`config.mk`:
```
export PLATFORM = sky130hd
export DESIGN_NAME = muldiv_unit
export DESIGN_NICKNAME = d
export VERILOG_FILES = /design/src/rtl/muldiv_pkg.sv /design/src/rtl/muldiv_div_step.sv /design/src/rtl/muldiv_unit.sv
export SDC_FILE = /design/constraint.sdc
export NUM_CORES = 1
export LEC_CHECK = 0
export ABC_AREA = 1
export CAP_MARGIN = 30
export CELL_PAD_IN_SITES_DETAIL_PLACEMENT = 0
export CELL_PAD_IN_SITES_GLOBAL_PLACEMENT = 1
export CORE_MARGIN = 1
export CORE_UTILIZATION = 39
export CTS_CLUSTER_SIZE = 10
export DETAILED_ROUTE_END_ITERATION = 12
export PLACE_DENSITY_LB_ADDON = 0.1
export SYNTH_ARGS = -nofsm -noshare
export SYNTH_HDL_FRONTEND = slang
export SYNTH_SLANG_ARGS = --single-unit
```
`constraint.sdc`:
```
create_clock -name clk -period 2.6 [get_ports clk]
set_input_delay 0.52 -clock clk [delete_from_list [all_inputs] [get_ports clk]]
set_output_delay 0.52 -clock clk [all_outputs]
set_load 0.01 [all_outputs]
```
`src/rtl/muldiv_pkg.sv`:
```
// Shared encodings, state type and sizing helper for the multiply/divide unit.
package muldiv_pkg;

  localparam logic [1:0] OP_MULT  = 2'b00;
  localparam logic [1:0] OP_MULTU = 2'b01;
  localparam logic [1:0] OP_DIV   = 2'b10;
  localparam logic [1:0] OP_DIVU  = 2'b11;

  typedef enum logic [2:0] {
    ST_IDLE,
    ST_PREP,
    ST_RUN,
    ST_FIX,
    ST_DONE
  } state_e;

  // Width of the iteration counter that runs 0..width-1.
  function automatic int unsigned cnt_width(input int unsigned width);
    return $clog2(width);
  endfunction

endpackage

```
`src/rtl/muldiv_div_step.sv`:
```
// One restoring-division iteration: shift in a dividend bit, trial subtract, keep if non-negative.
module muldiv_div_step #(
  parameter int unsigned WIDTH = 32
) (
  input  logic [WIDTH-1:0] rem,
  input  logic [WIDTH-1:0] divisor,
  input  logic             bit_in,
  output logic [WIDTH-1:0] rem_next_c,
  output logic             q_bit_c
);

  logic [WIDTH:0] shifted;
  logic [WIDTH:0] diff;

  // Borrow out of the (WIDTH+1)-bit subtract means the trial went negative.
  always_comb begin
    shifted    = {rem, bit_in};
    diff       = shifted - {1'b0, divisor};
    q_bit_c    = ~diff[WIDTH];
    rem_next_c = q_bit_c ? diff[WIDTH-1:0] : shifted[WIDTH-1:0];
  end

endmodule

```
`src/rtl/muldiv_unit.sv`:
```
// Multi-cycle signed/unsigned multiply and divide with start/busy/done handshake.
module muldiv_unit
  import muldiv_pkg::*;
#(
  parameter int unsigned WIDTH     = 32,
  parameter bit          SIGNED_EN = 1'b1
) (
  input  logic             clk,
  input  logic             reset,
  input  logic             start,
  input  logic [1:0]       op,
  input  logic [WIDTH-1:0] a,
  input  logic [WIDTH-1:0] b,
  input  logic             cancel,
  output logic             busy,
  output logic             done,
  output logic             div_zero,
  output logic [WIDTH-1:0] hi,
  output logic [WIDTH-1:0] lo
);

  localparam int unsigned CW = cnt_width(WIDTH);
  localparam int unsigned AW = 2 * WIDTH;

  state_e           state_q, state_d;
  logic             busy_d, done_d, dz_d;

  logic [1:0]       op_q;
  logic [WIDTH-1:0] a_q, b_q;
  logic [AW-1:0]    acc_q;
  logic [CW-1:0]    cnt_q;
  logic             neg_res_q, neg_rem_q;

  logic             is_div, is_signed;
  logic [WIDTH-1:0] mag_a, mag_b;
  logic [WIDTH:0]   sum;
  logic [AW-1:0]    prod_fix;
  logic [WIDTH-1:0] quo_fix, rem_fix;
  logic [WIDTH-1:0] rem_next_c;
  logic             q_bit_c;

  // Operand decode, magnitudes, shift-add sum and sign fix-up of the finished result.
  always_comb begin
    is_div    = op_q[1];
    is_signed = SIGNED_EN && ((op_q == OP_MULT) || (op_q == OP_DIV));
    mag_a     = (is_signed && a_q[WIDTH-1]) ? -a_q : a_q;
    mag_b     = (is_signed && b_q[WIDTH-1]) ? -b_q : b_q;
    sum       = {1'b0, acc_q[AW-1:WIDTH]} + {1'b0, (b_q[0] ? a_q : '0)};
    prod_fix  = neg_res_q ? -acc_q : acc_q;
    quo_fix   = neg_res_q ? -acc_q[WIDTH-1:0] : acc_q[WIDTH-1:0];
    rem_fix   = neg_rem_q ? -acc_q[AW-1:WIDTH] : acc_q[AW-1:WIDTH];
  end

  // Dividend bits enter from the top of a_q; remainder lives in the upper accumulator half.
  muldiv_div_step #(
    .WIDTH(WIDTH)
  ) u_div_step (
    .rem       (acc_q[AW-1:WIDTH]),
    .divisor   (b_q),
    .bit_in    (a_q[WIDTH-1]),
    .rem_next_c(rem_next_c),
    .q_bit_c   (q_bit_c)
  );

  // State register.
  always_ff @(posedge clk or negedge reset) begin
    if (!reset) state_q <= ST_IDLE;
    else        state_q <= state_d;
  end

  // Next-state and handshake decode; a DONE entered straight from PREP is a divide by zero.
  always_comb begin
    state_d = state_q;
    busy_d  = 1'b0;
    done_d  = 1'b0;
    dz_d    = 1'b0;
    case (state_q)
      ST_IDLE: if (start) state_d = ST_PREP;
      ST_PREP: begin
        if (cancel)                     state_d = ST_IDLE;
        else if (is_div && (b_q == '0)) state_d = ST_DONE;
        else                            state_d = ST_RUN;
      end
      ST_RUN: begin
        if (cancel)                          state_d = ST_IDLE;
        else if (cnt_q == CW'(WIDTH - 1))    state_d = ST_FIX;
      end
      ST_FIX:  state_d = cancel ? ST_IDLE : ST_DONE;
      ST_DONE: state_d = ST_IDLE;
      default: state_d = ST_IDLE;
    endcase
    busy_d = (state_d != ST_IDLE);
    done_d = (state_d == ST_DONE);
    dz_d   = done_d && (state_q == ST_PREP);
  end

  // Registered handshake outputs.
  always_ff @(posedge clk or negedge reset) begin
    if (!reset) begin
      busy     <= 1'b0;
      done     <= 1'b0;
      div_zero <= 1'b0;
    end else begin
      busy     <= busy_d;
      done     <= done_d;
      div_zero <= dz_d;
    end
  end

  // Operand capture, iteration datapath and result write-back.
  always_ff @(posedge clk or negedge reset) begin
    if (!reset) begin
      op_q      <= '0;
      a_q       <= '0;
      b_q       <= '0;
      acc_q     <= '0;
      cnt_q     <= '0;
      neg_res_q <= 1'b0;
      neg_rem_q <= 1'b0;
      hi        <= '0;
      lo        <= '0;
    end else begin
      case (state_q)
        ST_IDLE: begin
          if (start) begin
            op_q <= op;
            a_q  <= a;
            b_q  <= b;
          end
        end
        ST_PREP: begin
          a_q       <= mag_a;
          b_q       <= mag_b;
          neg_res_q <= is_signed && (a_q[WIDTH-1] ^ b_q[WIDTH-1]);
          neg_rem_q <= is_signed && a_q[WIDTH-1];
          acc_q     <= '0;
          cnt_q     <= '0;
        end
        ST_RUN: begin
          cnt_q <= cnt_q + CW'(1);
          if (is_div) begin
            acc_q <= {rem_next_c, acc_q[WIDTH-2:0], q_bit_c};
            a_q   <= {a_q[WIDTH-2:0], 1'b0};
          end else begin
            acc_q <= {sum, acc_q[WIDTH-1:1]};
            b_q   <= {1'b0, b_q[WIDTH-1:1]};
          end
        end
        ST_FIX: begin
          if (state_d == ST_DONE) begin
            if (is_div) begin
              hi <= rem_fix;
              lo <= quo_fix;
            end else begin
              hi <= prod_fix[AW-1:WIDTH];
              lo <= prod_fix[WIDTH-1:0];
            end
          end
        end
        default: ;
      endcase
    end
  end

endmodule

```
-- Yosys cells after proc, flatten, opt, wreduce, memory -nomap -nowiden
Cells that the tools add are included.
- logic and storage cells: 75
- register bits after elaboration: 207
- output and inout port bits: 67
- add/subtract/negate cells: 8
- bitwise logic cells: 2
- muxes and demuxes: 25
- reductions and logical operators: 16
- equality and inequality tests: 11
- operators by type and width (kind ; number):
    2-to-1 mux 32 bit ; 12
    case mux 32 bit (3 select lines) ; 2
    2-to-1 mux 64 bit ; 2
    negator 32 bit ; 4
    case mux 64 bit (2 select lines) ; 1
    negator 64 bit ; 1
    adder 32 x 32 -> 33 bit ; 1
    subtractor 33 x 32 -> 33 bit ; 1
    zero test 32 bit ; 1
    2-to-1 mux 3 bit ; 6
    case mux 3 bit (4 select lines) ; 1
    case mux 5 bit (2 select lines) ; 1
    inequality test 2 bit (second input constant) ; 4
    AND reduction 4 bit ; 2
    == test 3 x 2 -> 1 bit (second input constant) ; 2
    nonzero test 3 bit ; 2
    adder 5 x 1 -> 5 bit (second input constant) ; 1
    == test 5 bit (second input constant) ; 1
    logical AND 1 bit ; 5
    AND reduction 2 bit ; 2
    == test 3 x 1 -> 1 bit (second input constant) ; 1
    == test 3 bit (second input constant) ; 1
    zero test 3 bit ; 1
    == test 2 bit (second input constant) ; 1
    other kinds (6) ; 6

-- Longest topological paths before layout
Gate-level depths: netlist of run 1.
- depth after elaboration: 7
- depth in mapped cells: 20

-- By module
Synthesis of run 1 repeated with hierarchy kept, for this count alone.
- cells, all modules: 3047
- area, all modules: 18520.3 sq um
- by module, submodules not included (module ; cells each ; instances ; seq. area each (sq um) ; area an instance (sq um)):
    muldiv_unit ; 2367 ; 1 ; 5180.0 ; 15369.7
    muldiv_div_step ; 680 ; 1 ; 0.0 ; 3150.5

-- Least setup slack after synthesis of run 1
OpenSTA, ideal clock, no wires.
- kind: register -> register
- start point: reg b_q[0]
- end point: reg acc_q[47]
- period minus slack after synthesis: 2780 ps
- buffers on the path: 2
- setup slack: -180 ps
- arrival time: 2664 ps
- required time: 2483 ps
- stages on the path, launching flop included: 20
- cells stage by stage: dfrtp_1 clkbuf_1 clkbuf_1 nand2_1 inv_1 ha_1 inv_1 fa_1 o21ai_0 nand2_1 nand2_1 nand2_1 nand2_1 nand2_1 nand2_1 nand2_1 nand2_1 o21ai_0 nand2_1 nand2_1
- word-level cells in the longest chain between the ends: 4
- RTL lines (item ; line ; RTL):
    start: declaration ; muldiv_unit.sv:29 ; logic [WIDTH-1:0] a_q, b_q;
    start signal: assignment ; muldiv_unit.sv:133 ; b_q <= mag_b;
    start signal: assignment ; muldiv_unit.sv:146 ; b_q <= {1'b0, b_q[WIDTH-1:1]};
    subtractor 33 x 32 -> 33 bit or 2-to-1 mux 32 bit (tied branches) ; muldiv_div_step.sv:18, muldiv_unit.sv:48 ;
    2-to-1 mux 32 bit or adder 32 x 32 -> 33 bit (tied branches) ; muldiv_div_step.sv:20, muldiv_unit.sv:48 ;
    2-to-1 mux 64 bit (*) ; muldiv_unit.sv:141 ; if (is_div) begin
    case mux 64 bit (2 select lines) (*) ; muldiv_unit.sv:123 ; case (state_q)
    end signal: assignment ; muldiv_unit.sv:142 ; acc_q <= {rem_next_c, acc_q[WIDTH-2:0], q_bit_c};
    end signal: assignment ; muldiv_unit.sv:145 ; acc_q <= {sum, acc_q[WIDTH-1:1]};
    end: declaration ; muldiv_unit.sv:30 ; logic [AW-1:0] acc_q;
Mark *: on every way between the ends. The rest lies on a longest branch, timed or not.
A chain may end at the register's enable or synchronous reset.

-- Final worst setup path of run 1
- start point: reg b_q[0]
- end point: reg acc_q[42]
The elaborated chain is that of the path after synthesis.

==> results of run 1 <==
cell families after synthesis:
kind of cell,after synthesis
AO/OA/AOI/OAI,465
flip-flops,207
AND/OR/NAND/NOR,1613
buffers and inverters,439
multiplexers,1
XOR/XNOR,59
adder cells (fa/ha/maj),73
final timing paths:
kind,startpoint,to,cells after the start
min in group clk,hi[28],hi[28],2
max in group asynchronous,reset,hi[11],3
max reg2reg,b_q[0],acc_q[42],20
min reg2reg,hi[28],hi[28],2
max,b_q[0],acc_q[42],20
min,reset,lo[21],2
layer usage:
layer	track usage	wire (um)
met2	0.530	35500
met5	0	0
met4	0.137	3810
met3	0.0378	5290
met1	0.421	32700
state kept, by name (all words and copies together), names as in the netlist:
register,cells
busy,1
state_q,3
acc_q,64
neg_rem_q,1
cnt_q,5
b_q,32
hi,32
a_q,32
op_q,2
done,1
div_zero,1
lo,32
neg_res_q,1
through the flow:
stage / setup TNS (ns) / setup WS, ns / power (W) / util
2_1_floorplan: 0 / 0.0140 / 0.0186 / -
3_3_place_gp: -2.68 / -0.353 / 0.0283 / 0.483
3_5_place_dp: -3.26 / -0.380 / 0.0284 / 0.483
4_1_cts: -0.00456 / -0.00456 / 0.0325 / 0.505
5_1_grt: -0.821 / -0.0756 / 0.0370 / 0.526
6_report: 0 / 0.0328 / 0.0345 / 0.526
power breakdown:
part / leakage [nW] / switching (W) / internal [W]
registers: 2.65 / 0.00129 / 0.00445
logic: 8.68 / 0.0153 / 0.00976
clock network: 0.417 / 0.00155 / 0.00222
total: 11.7 / 0.0181 / 0.0164
synth_stat cells (40+ instances only):
master    count  area (um^2)
a21oi_1     117          586
a221oi_1     45          394
a22oi_1      40          300
clkbuf_1     65          244
dfrtp_1     207         5180
ha_1         71          888
inv_1       335         1260
nand2_1     924         3470
nand3_1     274         1370
nand4_1      41          257
nor2_1      272         1020
o21ai_0     172          861
xor2_1       47          412
layout by cell type, fill, tap and decap left out, drive strengths merged:
| master | count |
|---|---|
| dfrtp | 207 |
| and2 | 4 |
| a21oi | 118 |
| o31ai | 4 |
| nand4 | 41 |
| a22o | 2 |
| inv | 343 |
| nand3 | 278 |
| a32o | 1 |
| mux2 | 1 |
| clkinv | 4 |
| nor3 | 37 |
| nand3b | 13 |
| o21ai | 183 |
| ha | 71 |
| or2 | 21 |
| clkdlybuf4s50 | 135 |
| nor4 | 7 |
| a21o | 5 |
| a221oi | 45 |
| a22oi | 40 |
| clkbuf | 43 |
| o22ai | 7 |
| nand2 | 931 |
| o21a | 5 |
| buf | 287 |
| a31oi | 5 |
| dlygate4sd3 | 1 |
| xnor2 | 12 |
| o21bai | 6 |
| nor2 | 281 |
| bufinv | 2 |
| o221ai | 30 |
| a32oi | 2 |
| o211ai | 12 |
| xor2 | 47 |
| fa | 2 |
cell type report:
| cell class | count | area [um^2] | share of cell area |
|---|---|---|---|
| inverters | 344 | 1300 | 0.0545 |
| well taps | 600 | 751 | 0.0315 |
| multi-input cells | 2211 | 11900 | 0.499 |
| clock buffers | 38 | 767 | 0.0321 |
| repair buffers | 428 | 3870 | 0.162 |
| flip-flops and latches | 207 | 5190 | 0.217 |
| clock inverters | 5 | 82.6 | 0.00346 |
critical path, delay by kind of cell (launching register included):
kind / cells / cell delay, ns
fa+ha+maj: 2 / 0.51
buf+inv: 4 / 0.44
flops: 1 / 0.41
simple gates: 14 / 1.10
repair_timing:
action                                  4_1_cts  5_1_grt
gates cloned                                  0        5
pin swaps                                     4       32
hold buffers                                  1        0
hold endpoints to repair                     43        0
gates resized for setup                      38      189
setup buffers                                 1       14
endpoints found under the setup margin       30       38
==> impl_metrics.json, run 1 <==
{
  "cp_cell_sequence": "buf_6 > ha_4 > fa_2 > inv_2 > nand2_2 > nand2_2 > nand3_2 > nand2_2 > nand2_2 > nand2_4 > nand2_4 > nand2_4 > nand2_4 > nand2_8 > inv_8 > buf_12 > nand2_2 > nand3_2 > nand2_1 > nand2_1",
  "hold_viol": 0,
  "worst-setup-path-type": "flop to flop",
  "period_needed_ns": 2.57,
  "post-place-cells": 3769,
  "stdcell_area_um2": 23900,
  "via_per_inst": 5.47,
  "synth_edf_count": 0,
  "ir_worst_vdd_uv": 616,
  "cts_htree_levels": 1,
  "initial_core_util": 0.396,
  "ys_seq_elements": 207,
  "syn-cell-area_um2": 18000,
  "gp_congestion": 1.05,
  "area_growth_pct": 32.8,
  "die-area_um2": 47000,
  "diodes": 0,
  "critPathMaxFanout": 10,
  "path_common_cell": "nand2_2",
  "critPathLaunchType": "flop",
  "place_area_um2": 21900,
  "ys.flop_type": "dfrtp_1",
  "synth_area_per_cell_um2": 6.29,
  "clkTransAtPathRegs_ns": 0.06,
  "muxShareOfSynthArea": 0.000626,
  "max_freq_mhz": 390,
  "rrSetupSlack_ns": 0.03,
  "outcome": "completed",
  "numCtsBuffers": 27,
  "timing.hold.ws_ns": 0.445,
  "maxSlewHeadroom": 0.512,
  "drc": 0,
  "dpl.hpwl_mm": 60.2,
  "worst_ep_arrival_time_ns": 3.03,
  "yosysWarnings": 0,
  "endpoint_kind": "flop",
  "synthesis.instances": 2857,
  "synth-xor-area-share": 0.0287,
  "drtAntennaViolNets": 0,
  "cp_slowest_cell": "dfrtp_1",
  "cpPeakStageDelay_ns": 0.41,
  "dr.pass1.iters": 5,
  "grtUsageTotal": 0.321,
  "final_cell_count_no_fill": 3833,
  "syn_nets": 3000,
  "antenna_found_initial": 0,
  "worstMarginPinSlew_ns": 0.730,
  "cts_sinks": 207,
  "drt-initial-drc-count": 1694,
  "ys_async_sr_fraction": 1.00,
  "core_area_um2": 45400,
  "drive_gt1_frac": 0.174,
  "cts-root-buf": "clkbuf_16",
  "dieWidth_um": 217,
  "ys_seq_area_frac": 0.288,
  "final-setup-viol-count": 0,
  "gr-total-overflow": 0,
  "synth_compound_area_frac": 0.158,
  "ios": 137,
  "slew_violations": 0,
  "hp-class": "primary input to async pin",
  "port_buffers": 136,
  "grt_pass1_vias": 19811,
  "synth_fa_ha_area_frac": 0.0516,
  "yosys.area_share.simple": 0.378,
  "synth_top_family_by_area": "simple AND/OR/NAND/NOR gates",
  "core.rowCount": 78,
  "max_cap_viol_count": 0,
  "grt_pass1_wl_mm": 116,
  "vias": 20957,
  "fp.dieH_um": 217,
  "grt_max_degree": 95,
  "cts_buffer_depth": 3,
  "p_leak_nw": 11.7,
  "powerDensity_nw_per_um2": 1450,
  "finClkSkew_ns": 0.0252,
  "fill_cells": 4643,
  "worstSkewPairLatency_ns": 0.59,
  "wirelength_mm": 77.3,
  "worst_ep_required_time_ns": 3.06,
  "fin_crit_sh": 0.987,
  "tritoncts": "done",
  "ys_types": 49,
  "rsz0062_at_grt": "true",
  "wl_per_cell_um": 20.2,
  "nNetsFinal": 3362
}
Note: power is estimated with default switching activity, not from simulation.
==> run 2: changes to the inputs <==
--- a/config.mk
+++ b/config.mk
@@ -13,7 +13,8 @@
 export CORE_UTILIZATION = 39
 export CTS_CLUSTER_SIZE = 10
 export DETAILED_ROUTE_END_ITERATION = 12
-export PLACE_DENSITY_LB_ADDON = 0.1
+export PLACE_DENSITY = 0.86
+export SLEW_MARGIN = 20
 export SYNTH_ARGS = -nofsm -noshare
 export SYNTH_HDL_FRONTEND = slang
 export SYNTH_SLANG_ARGS = --single-unit
==> impl_metrics.json, run 2 (synthesized netlist as in run 1, its figures left out) <==
{
  "outcome": "completed",
  "rsz0062_at_grt": "true",
  "use_met3": 0.0415,
  "drive_gt1_frac": 0.160,
  "area_growth_pct": 30.8,
  "p_seq_frac": 0.170,
  "port_buffers": 136,
  "regMostFlops": "acc_q",
  "largest_reg_flops": 64,
  "dpl.hpwl_mm": 59.0,
  "grtUsageTotal": 0.317,
  "worst_ep_arrival_time_ns": 3.00,
  "p_sw_w": 0.0180,
  "dieWidth_um": 217,
  "max_cap_viol_count": 0,
  "max_freq_mhz": 394,
  "final-setup-viol-count": 0,
  "clkTransAtPathRegs_ns": 0.06,
  "worstSkewPairLatency_ns": 0.58,
  "grt_max_degree": 95,
  "tritoncts": "done",
  "wirelength_mm": 75.2,
  "die-area_um2": 47000,
  "globalRoute.busiestLayer": "met2",
  "timing.hold.ws_ns": 0.474,
  "worst_ep_required_time_ns": 3.06,
  "reg2regPathDepth": 17,
  "grt_pass1_vias": 19901,
  "cts_buffer_depth": 3,
  "wl_per_cell_um": 19.7,
  "fin_crit_sh": 0.976,
  "p_leak_nw": 11.5,
  "cpPeakStageDelay_ns": 0.46,
  "powerDensity_nw_per_um2": 1440,
  "dr.pass1.iters": 6,
  "hold_viol": 0,
  "vias": 20833,
  "cts_sinks": 207,
  "combPwrFrac": 0.726,
  "endpoint_kind": "flop",
  "internal-power_w": 0.0159,
  "cp_slowest_cell": "dfrtp_1",
  "hp-class": "flop to flop",
  "fill_cells": 4617,
  "use_met2": 0.511,
  "core.rowCount": 78,
  "maxSlewHeadroom": 0.444,
  "worstMarginPinSlew_ns": 0.831,
  "pre_cts_ws_ns": -0.165,
  "ios": 137,
  "nNetsFinal": 3338,
  "period_needed_ns": 2.54,
  "drc": 0,
  "clkPwrFrac": 0.104,
  "cp_cell_sequence": "ha_2 > nand2_1 > nor2_1 > nand3_2 > nand2_2 > nand2_1 > nand2_2 > nand2_2 > nand2_2 > nand2_2 > nand2_8 > buf_6 > nand2_1 > o21ai_1 > nand2_1 > nand2_1 > nand2_1",
  "gp_congestion": 0.989,
  "layout_common_cells": "895 x nand2_1, 323 x inv_1, 255 x nand3_1, 249 x buf_4, 246 x nor2_1",
  "drtAntennaViolNets": 0,
  "via_per_inst": 5.47,
  "diodes": 0,
  "drt-initial-drc-count": 1886,
  "grt_pass1_wl_mm": 116,
  "path_common_cell": "nand2_1",
  "cts-root-buf": "clkbuf_16",
  "worst-setup-path-type": "flop to flop",
  "swShare": 0.530,
  "cts_htree_levels": 1,
  "numCtsBuffers": 27,
  "met1_usage": 0.424,
  "critPathLaunchType": "flop",
  "critPathMaxFanout": 7,
  "antenna_found_initial": 0,
  "slew_violations": 0,
  "holdPathStages": 2,
  "finalWorstSetupSlack_ns": 0.0629,
  "ir_worst_vdd_uv": 771,
  "finClkSkew_ns": 0.0206,
  "fp.dieH_um": 217,
  "core_area_um2": 45400,
  "gr-total-overflow": 0,
  "layout_commonest_cell": "nand2_1",
  "initial_core_util": 0.396
}
==> run 2: changes by cell type in the layout (fill, tap and decap cells not counted), moves of 5 or more <==
| cell | delta |
|---|---|
| nor2_1 | +7 |
| nand2_1 | +14 |
| ha_4 | +8 |
| ha_1 | -9 |
| nand2_2 | -8 |
| a21oi_2 | -5 |
| buf_4 | -18 |
| nand2_4 | -6 |
| a21oi_1 | +5 |
| buf_12 | -5 |
==> run 2: power groups by stage <==
stage / clock network [W] / logic, W / registers [W]
finish: 0.00353 / 0.0246 / 0.00575
detailed placement: 0 / 0.0225 / 0.00573
global route: 0.00372 / 0.0268 / 0.00588
floorplan: 0 / 0.0129 / 0.00563
CTS: 0.00361 / 0.0228 / 0.00569
global placement: 0 / 0.0223 / 0.00569
==> run 2: layout make-up <==
| class | instances | area (um^2) | share of cell area |
|---|---|---|---|
| clock buffers | 39 | 761 | 0.0324 |
| multi-input cells | 2211 | 11900 | 0.505 |
| well taps | 600 | 751 | 0.0319 |
| repair buffers | 404 | 3590 | 0.153 |
| flip-flops and latches | 207 | 5190 | 0.221 |
| clock inverters | 5 | 46.3 | 0.00197 |
| inverters | 344 | 1300 | 0.0554 |
==> run 2: final timing paths <==
kind,start,end,slack (ns)
worst max-delay path,acc_q[35],acc_q[43],0.06
min in group asynchronous,reset,acc_q[23],0.49
max in group asynchronous,reset,a_q[10],1.41
worst min-delay path,hi[3],hi[3],0.47
worst min register to register,hi[3],hi[3],0.47
worst max register to register,acc_q[35],acc_q[43],0.06
==> run 2: timing repair <==
action,in CTS,in global routing
setup endpoints to repair,29,45
pin swaps,0,17
hold buffers,1,0
cloned,1,1
gates resized for setup,28,167
setup buffers,0,10
endpoints found under the hold margin,55,0
==> run 2: per-layer routing <==
metal | wire length (um) | vias up
li1 | - | 10111
met1 | 32000 | 9730
met2 | 34100 | 833
met3 | 5160 | 159
met4 | 3870 | 0
met5 | 0 | -
==> run 2: metrics by stage <==
| stage | TNS [ns] | power [W] | utilization | instances | area (um^2) |
|---|---|---|---|---|---|
| global placement | -1.52 | 0.0280 | 0.479 | 3753 | 21800 |
| CTS | -0.0331 | 0.0321 | 0.500 | 3799 | 22700 |
| detailed placement | -2.02 | 0.0282 | 0.479 | 3753 | 21800 |
| finish | 0 | 0.0339 | 0.518 | 3810 | 23500 |
| global route | -0.151 | 0.0364 | 0.518 | 3810 | 23500 |
| floorplan | 0 | 0.0186 | - | 2857 | 18000 |
==> run 2: critical path, delay by kind of cell (launching register included) <==
| family | cells | cell delay (ns) |
|---|---|---|
| flops | 1 | 0.46 |
| fa+ha+maj | 1 | 0.42 |
| simple gates | 14 | 1.28 |
| compound gates | 1 | 0.11 |
| buf+inv | 1 | 0.15 |
